File: src/rtl/tff_array.sv
// Bank of CHANNELS clocked time flip-flops: each records a we-pulse width as a count and replays it as a delayed out pulse.
// Optional complement replay (N = 2^BITS - t, or 1 after overflow) enabled by defining TFF_ARRAY_COMPLEMENT_EN.
module tff_array #(
    parameter int BITS     = 3,
    parameter int CHANNELS = 4
) (
    input  logic                clk,
    input  logic                rst,
    input  logic [CHANNELS-1:0] we,
    input  logic [CHANNELS-1:0] re,
    output logic [CHANNELS-1:0] out,
    output logic [CHANNELS-1:0] carry,
    output logic [CHANNELS-1:0] full
);

    localparam logic [1:0] S_EMPTY = 2'd0;
    localparam logic [1:0] S_WRITE = 2'd1;
    localparam logic [1:0] S_FULL  = 2'd2;
    localparam logic [1:0] S_READ  = 2'd3;

    localparam logic [BITS-1:0] CNT_MAX = '1;
    localparam logic [BITS-1:0] CNT_ONE = BITS'(1);

    for (genvar i = 0; i < CHANNELS; i++) begin : g_ch
        logic [1:0]      state;
        logic [BITS-1:0] cnt;
        logic [BITS-1:0] dcnt;
        logic [BITS-1:0] load_n;
        logic            out_r;
        logic            carry_r;
        logic            full_r;

`ifdef TFF_ARRAY_COMPLEMENT_EN
        // Two's complement of t in BITS bits is 2^BITS - t; t is never 0.
        assign load_n = carry_r ? CNT_ONE : (~cnt + CNT_ONE);
`else
        assign load_n = cnt;
`endif

        always_ff @(posedge clk) begin
            if (rst) begin
                state   <= S_EMPTY;
                cnt     <= '0;
                dcnt    <= '0;
                out_r   <= 1'b0;
                carry_r <= 1'b0;
                full_r  <= 1'b0;
            end else begin
                out_r <= 1'b0;
                case (state)
                    S_EMPTY: begin
                        if (we[i]) begin
                            state   <= S_WRITE;
                            cnt     <= CNT_ONE;
                            carry_r <= 1'b0;
                        end
                    end
                    S_WRITE: begin
                        if (we[i]) begin
                            if (cnt == CNT_MAX) carry_r <= 1'b1;
                            else                cnt     <= cnt + CNT_ONE;
                        end else begin
                            state  <= S_FULL;
                            full_r <= 1'b1;
                        end
                    end
                    S_FULL: begin
                        if (re[i]) begin
                            state  <= S_READ;
                            dcnt   <= load_n;
                            full_r <= 1'b0;
                        end else if (we[i]) begin
                            state   <= S_WRITE;
                            cnt     <= CNT_ONE;
                            carry_r <= 1'b0;
                            full_r  <= 1'b0;
                        end
                    end
                    default: begin
                        // Pulse fires on the expiring edge; the channel is already EMPTY
                        // during the pulse cycle so the next write can be sampled right after.
                        if (dcnt == CNT_ONE) begin
                            out_r <= 1'b1;
                            state <= S_EMPTY;
                            cnt   <= '0;
                            dcnt  <= '0;
                        end else begin
                            dcnt <= dcnt - CNT_ONE;
                        end
                    end
                endcase
            end
        end

        assign out[i]   = out_r;
        assign carry[i] = carry_r;
        assign full[i]  = full_r;
    end

endmodule

File: config.mk
export PLATFORM = sky130hd
export DESIGN_NAME = tff_array
export DESIGN_NICKNAME = d
export VERILOG_FILES = /design/src/rtl/tff_array.sv
export SDC_FILE = /design/constraint.sdc
export NUM_CORES = 1
export LEC_CHECK = 0
export CAP_MARGIN = 20
export CORE_UTILIZATION = 42
export CTS_CLUSTER_DIAMETER = 100
export DETAILED_ROUTE_END_ITERATION = 8
export SKIP_LAST_GASP = 1
export SYNTH_ARGS = -nofsm -noshare
export SYNTH_HDL_FRONTEND = slang
export SYNTH_SLANG_ARGS = --single-unit
File: constraint.sdc
create_clock -name clk -period 1.95 [get_ports clk]
set_clock_uncertainty 0.05 [all_clocks]
set_input_delay 0.585 -clock clk [delete_from_list [all_inputs] [get_ports clk]]
set_output_delay 0.585 -clock clk [all_outputs]
set_load 0.1 [all_outputs]
==> key figures, run 1 <==
Clock tree
  – CTS Buf Count: 5
  – H-tree depth: 2
  – TritonCTS Sinks: 44
  – Cts hold-fix bufs: 0
  – CTS clk-pin slew, worst paths: around 90 ps
  – Max Root-Sink Buffers: 2
  – TritonCTS clock tree: done
  – Clk_lat worst skew: around 300 ps
  – Root buf cell: clkbuf_8
  – Post-CTS Setup Inserts: 0
  – Resized cells post-CTS: 0

Placed design
  – RePlAce Congestion: 0.844
  – Detailed placement HPWL: roughly 3700 microns
  – Input/output buffers: 21

Layout
  – Fin nets: 382
  – P&R area growth vs syn: 22.3%
  – Antenna Cells: 0
  – Layout cells sized above 1: 0.145

STA
  – FMAX: 0.562 GHz
  – Slew margin rel.: 0.703
  – RSZ-0062 raised after global routing: no
  – Final hold vios: 0
  – Slew @ Worst Pin: ~440 ps
  – Tcrit/Tclk final: 0.913
  – Final setup vio count: 0
  – Slew Limit Fails: 0
  – TNS Setup: 0 ps
  – Tmin final: 1780 ps

Routing
  – DRT Pass-1 Iters: 4
  – Detail Route Antenna Nets: 0
  – Routed length per placed instance: 12.1 microns
  – Final WL: 5160 microns
  – DRC: 0
  – Via total after detailed routing: 2217
  – Routed vias/inst: 5.20
  – Initial detailed-routing violation count: 73

Critical path
  – Crit path max fanout: 5
  – CP required: between 2000 and 2500 ps
  – WS Path Type: in2reg
  – Arr. time, crit path: 1910 ps
  – Nature of the critical path startpoint: input pin
  – Reg-to-reg slack, setup: 180 ps
  – CP Capture Type: flop

Power and ir drop
  – LEAKAGE: around 1.3 nW
  – Int Pwr: 1.66 mW
  – NetSw: 0.886 mW
  – Gate power share: 0.343
  – Clk pwr share: 0.244
  – Sw frac: 0.348
  – Pwr dens: roughly 810 nW/um^2
  – Maximum vdd drop: approximately 0.50 mV
  – Pwr Total: 2.54 mW
  – Sequential Power Share: 0.414

Outcome
  – Status: completed

Yosys
  – Post-synth top flop: dfxtp_1
  – EDFF count, synth: 0
  – YS warnings: 0
  – Syn avg cell area: 8.01 sq um
  – Mapped Area: ~2600 sq um
  – Synth cell types: 49
  – Post-synth net total: 353
  – #FFs+latches synth: 44
  – Asr flop ratio synth: 0
  – Seq/Total Area, Yosys: 0.343
  – Cells after Synth: 321

Flow run
  – # Max-Cap Violations: 0

Global route
  – Global-route wire length before repair: 9360 microns
  – GRT Util Overall: 0.183
  – Initial antenna violation count: 0
  – Vias in the first global route: ~2100
  – Global route overflow: 0
  – Pin count of the biggest net entering global routing: 23

Floorplan
  – Rows: 28
  – Die width: 80.2 microns
  – Die outline area: 6440 sq um
  – I/O Pins: 22
  – Starting Density: 0.434
  – Core area: 5920 sq um
  – Die height: 80.2 microns

Worst hold path
  – Hold Path Class: reg2reg
[synth_stat cells (all sizes together), types with 2 or more instances]
| master | count | area share |
|---|---|---|
| a211oi | 4 | 0.012 |
| a21boi | 4 | 0.012 |
| a21oi | 26 | 0.051 |
| a221oi | 4 | 0.014 |
| a22o | 3 | 0.010 |
| a22oi | 3 | 0.0088 |
| a311oi | 2 | 0.0068 |
| and2 | 3 | 0.0073 |
| and3 | 3 | 0.0073 |
| and3b | 3 | 0.010 |
| buf | 15 | 0.042 |
| clkbuf | 11 | 0.020 |
| dfxtp | 44 | 0.34 |
| ha | 22 | 0.11 |
| inv | 19 | 0.028 |
| mux2i | 5 | 0.019 |
| nand2 | 37 | 0.054 |
| nand2b | 5 | 0.015 |
| nand3 | 6 | 0.012 |
| nand4 | 3 | 0.0073 |
| nand4b | 4 | 0.014 |
| nor2 | 32 | 0.047 |
| nor2b | 5 | 0.013 |
| nor3 | 3 | 0.0058 |
| o21a | 2 | 0.0058 |
| o21ai | 31 | 0.060 |
| o21bai | 2 | 0.0058 |
| o22ai | 3 | 0.0073 |
| o31ai | 2 | 0.0058 |
| xnor2 | 2 | 0.0068 |
[cell type report]
class,count,area [sq um]
inverter,19,71.3
timing repair buffer,48,546
multi-input combinational,232,1460
clock inverter,1,7.51
fill,572,2780
sequential,44,881
tap,75,93.8
clock buffer,7,86.3
[through the flow]
stage               hold WS, ps  instance area (sq um)  worst slack, ps  instances   util
floorplan                   389                   2570              203        321      -
global placement            418                   3050            -66.7        418  0.515
detailed placement          426                   3050             -255        418  0.515
CTS                         439                   3140             41.7        426  0.531
global route                466                   3140             55.3        426  0.531
finish                      431                   3140              170        426  0.531
[flip-flops by register name, indices dropped and copies added, names as in the netlist]
| name | count |
|---|---|
| g_ch.out_r | 4 |
| g_ch.state | 8 |
| g_ch.dcnt | 12 |
| g_ch.cnt | 12 |
| g_ch.full_r | 4 |
| g_ch.carry_r | 4 |
[kinds of logic after synthesis]
kind of cell               after synthesis  share of synthesized area
and+or+nand+nor                        109                      0.208
AOI/OAI and AO/OA                       94                      0.226
DFF                                     44                      0.343
adders and majority gates               22                      0.107
buffers and inverters                   45                     0.0901
xor gates and xnor gates                 2                    0.00682
muxes                                    5                     0.0195
[critical path, stage by stage]
cell and delay (ps):
clkdlybuf4s50_1 540, nand2_1 90, a21boi_1 160, buf_4 150, a2111oi_1 370
[path summary, 6_finish.rpt]
kind | from | to | cells past startpoint
worst min register to register | g_ch[3].cnt[1] | g_ch[3].cnt[1] | 2
worst max-delay path | we[0] | g_ch[0].state[0] | 5
worst min-delay path | g_ch[3].cnt[1] | g_ch[3].cnt[1] | 2
worst max register to register | g_ch[0].state[0] | g_ch[0].cnt[1] | 5
[power by group through the flow]
| stage | clock, mW | sequential, mW | combinational, mW |
|---|---|---|---|
| after CTS | 0.639 | 1.05 | 0.870 |
| after global routing | 0.684 | 1.07 | 0.965 |
| after detailed placement | 0 | 1.07 | 0.864 |
| final | 0.620 | 1.05 | 0.871 |
| after floorplan | 0 | 1.05 | 0.618 |
| after global placement | 0 | 1.07 | 0.859 |
[layout by cell type (no fill, tap or decap), types with 4 or more instances in the layout]
master,netlist,final
nor2b_1,4,4
nand2b_1,4,4
nand3_1,6,6
a221oi_1,4,4
mux2i_1,5,5
o21ai_0,30,30
a21oi_1,26,26
dfxtp_1,44,44
nand2_1,37,37
clkdlybuf4s50_1,0,9
buf_4,13,26
buf_12,0,13
ha_1,22,22
nand4b_1,4,4
a211oi_1,4,4
inv_1,19,19
nor2_1,32,32
clkbuf_8,1,6
[layer usage]
layer | wire, microns | part of all wire | track usage
met5 | 0 | 0 | 0
met4 | 82 | 0.016 | 0.0714
met3 | 127 | 0.025 | 0.0307
met2 | 2400 | 0.46 | 0.284
met1 | 2560 | 0.50 | 0.250
(Power assumes the default switching activity.)
==> run 2: changes to the inputs <==
- CTS_CLUSTER_DIAMETER: 100 -> not set
- MAX_ROUTING_LAYER: not set -> met4
==> run 2 against run 1 <==
Maximum frequency down 0.11%. Non-clock buffer count is the same. Count of clock-buffer cells in the layout stayed put. Die area stayed put. Critical endpoint unchanged.
==> key figures, run 2 (synthesized netlist as in run 1, its figures left out) <==
STA
  – FMAX: 0.561 GHz (-0.11%)
  – Final hold vios: 0 (unchanged)
  – Slew @ Worst Pin: 445 ps (+0.162 ps)
  – Tmin final: 1780 ps (+1.90 ps)
  – Tcrit/Tclk final: 0.914 (+0.000976)
  – Final setup vio count: 0 (unchanged)
  – Slew Limit Fails: 0 (unchanged)
  – RSZ-0062 raised after global routing: no
  – Slew margin rel.: 0.703 (about the same)
  – PnR worst setup slack: 168 ps (-1.90 ps)

Critical path
  – Nature of the critical path startpoint: input pin
  – Worst path slowest cell: clkdlybuf4s50_1
  – Arr. time, crit path: 1910 ps (about the same)
  – Crit path max fanout: 5 (unchanged)
  – WS Path Type: in2reg
  – CP delay by family, top: buffers and inverters
  – Crit path cell chain: clkdlybuf4s50_1 > nand2_1 > a21boi_1 > buf_4 > a2111oi_1
  – CP required: 2080 ps (about the same)
  – CP Capture Type: flop
  – Worst path bufs/invs: 2 (unchanged)
  – Slowest cell delay on critical path: 540 ps (about the same)

Power and ir drop
  – Maximum vdd drop: 0.497 mV (about the same)
  – LEAKAGE: 1.27 nW (unchanged)
  – Pwr dens: 809 nW/um^2 (about the same)

Routing
  – Routed length per placed instance: 12.1 microns (about the same)
  – DRC: 0 (unchanged)
  – Initial detailed-routing violation count: 73 (unchanged)
  – DRT Pass-1 Iters: 4 (unchanged)
  – Final WL: 5160 microns (about the same)
  – Via total after detailed routing: 2218 (+0.045%)
  – Routed vias/inst: 5.21 (about the same)
  – Detail Route Antenna Nets: 0 (unchanged)

Clock tree
  – Root buf cell: clkbuf_8
  – TritonCTS clock tree: done
  – TritonCTS Sinks: 44 (unchanged)
  – CTS clk-pin slew, worst paths: 90 ps (about the same)
  – Post-CTS Setup Inserts: 0 (unchanged)
  – Max Root-Sink Buffers: 2 (unchanged)
  – Clk_lat worst skew: 300 ps (about the same)
  – CTS Buf Count: 5 (unchanged)
  – H-tree depth: 2 (unchanged)

Layout
  – Commonest non-fill, non-tap cell in the layout: dfxtp_1
  – FF+latch area: 881 sq um (unchanged)
  – Top Registers: g_ch.cnt: 12 flops, g_ch.dcnt: 12 flops, g_ch.state: 8 flops
  – Finished Core Util: 0.531 (unchanged)
  – Most frequent cells in the layout: dfxtp_1 (44), nand2_1 (37), nor2_1 (32), o21ai_0 (30)
  – Multi-input gate area: 1460 sq um (unchanged)
  – P&R area growth vs syn: 22.3% (unchanged)
  – Filler cells: 572 (unchanged)
  – Fin nets: 382 (unchanged)
  – Antenna Cells: 0 (unchanged)
  – Layout cells sized above 1: 0.145 (unchanged)

Worst hold path
  – Hold Path Class: reg2reg

Global route
  – GRT Util Overall: 0.188 (+0.00494)
  – Vias in the first global route: 2116 (+0.047%)
  – Global route overflow: 0 (unchanged)
  – Initial antenna violation count: 0 (unchanged)
  – Global-route wire length before repair: 9350 microns (about the same)
  – Pin count of the biggest net entering global routing: 23 (unchanged)

Placed design
  – DP Worst Slack: -255 ps (unchanged)
  – RePlAce Congestion: 0.857 (+1.6%)
  – Input/output buffers: 21 (unchanged)
  – Detailed placement HPWL: 3750 microns (unchanged)

Floorplan
  – Die outline area: 6440 sq um (unchanged)
  – Core area: 5920 sq um (unchanged)
  – Starting Density: 0.434 (unchanged)
  – Die width: 80.2 microns (unchanged)
  – Rows: 28 (unchanged)
  – Die height: 80.2 microns (unchanged)
  – I/O Pins: 22 (unchanged)

Flow run
  – # Max-Cap Violations: 0 (unchanged)

Outcome
  – Status: completed
run 2: path summary, 6_finish.rpt:
kind                                    endpoint             start  cells past startpoint  slack (ps)
worst max-delay path            g_ch[0].state[0]             we[0]                      5         170
worst max register to register    g_ch[0].cnt[1]  g_ch[0].state[0]                      5         180
worst min register to register    g_ch[3].cnt[1]    g_ch[3].cnt[1]                      2         430
worst min-delay path              g_ch[3].cnt[1]    g_ch[3].cnt[1]                      2         430
run 2: power breakdown:
part	total, mW	switching, mW	internal, mW
Sequential	1.05	0.0771	0.975
Clock	0.620	0.331	0.289
Combinational	0.871	0.477	0.394
Total	2.54	0.885	1.66
run 2: what timing repair did:
item,CTS,global route
hold buffers,0,0
setup endpoints to repair,0,1
gates resized for setup,0,2
run 2: worst register-to-register path, stage by stage, from the launching register on:
cell and delay, ps:
dfxtp_1 320, buf_4 150, ha_1 290, a22o_1 270
or4_1 470, a21oi_1 150
run 2: routing by layer:
metal	track usage	vias up	routed length, microns
met3	0.0307	9	137
met4	0.0714	0	82
li1	-	1165	-
met1	0.250	1006	2540
met5	-	-	0
met2	0.284	38	2400
run 2: final cells by class:
| class | count | share of cell area |
|---|---|---|
| clock buffers | 7 | 0.0275 |
| repair buffers | 48 | 0.173 |
| well taps | 75 | 0.0298 |
| clock inverters | 1 | 0.00239 |
| multi-input cells | 232 | 0.464 |
| inverters | 19 | 0.0227 |
| flip-flops and latches | 44 | 0.280 |
run 2: metrics by stage:
stage               instance area, sq um  TNS, ps  hold WS, ps  instances  power, mW
floorplan                           2570        0          389        321       1.67
global placement                    3050     -187          418        418       1.93
detailed placement                  3050     -466          426        418       1.94
CTS                                 3140        0          439        426       2.56
global route                        3140        0          466        426       2.72
finish                              3140        0          431        426       2.54
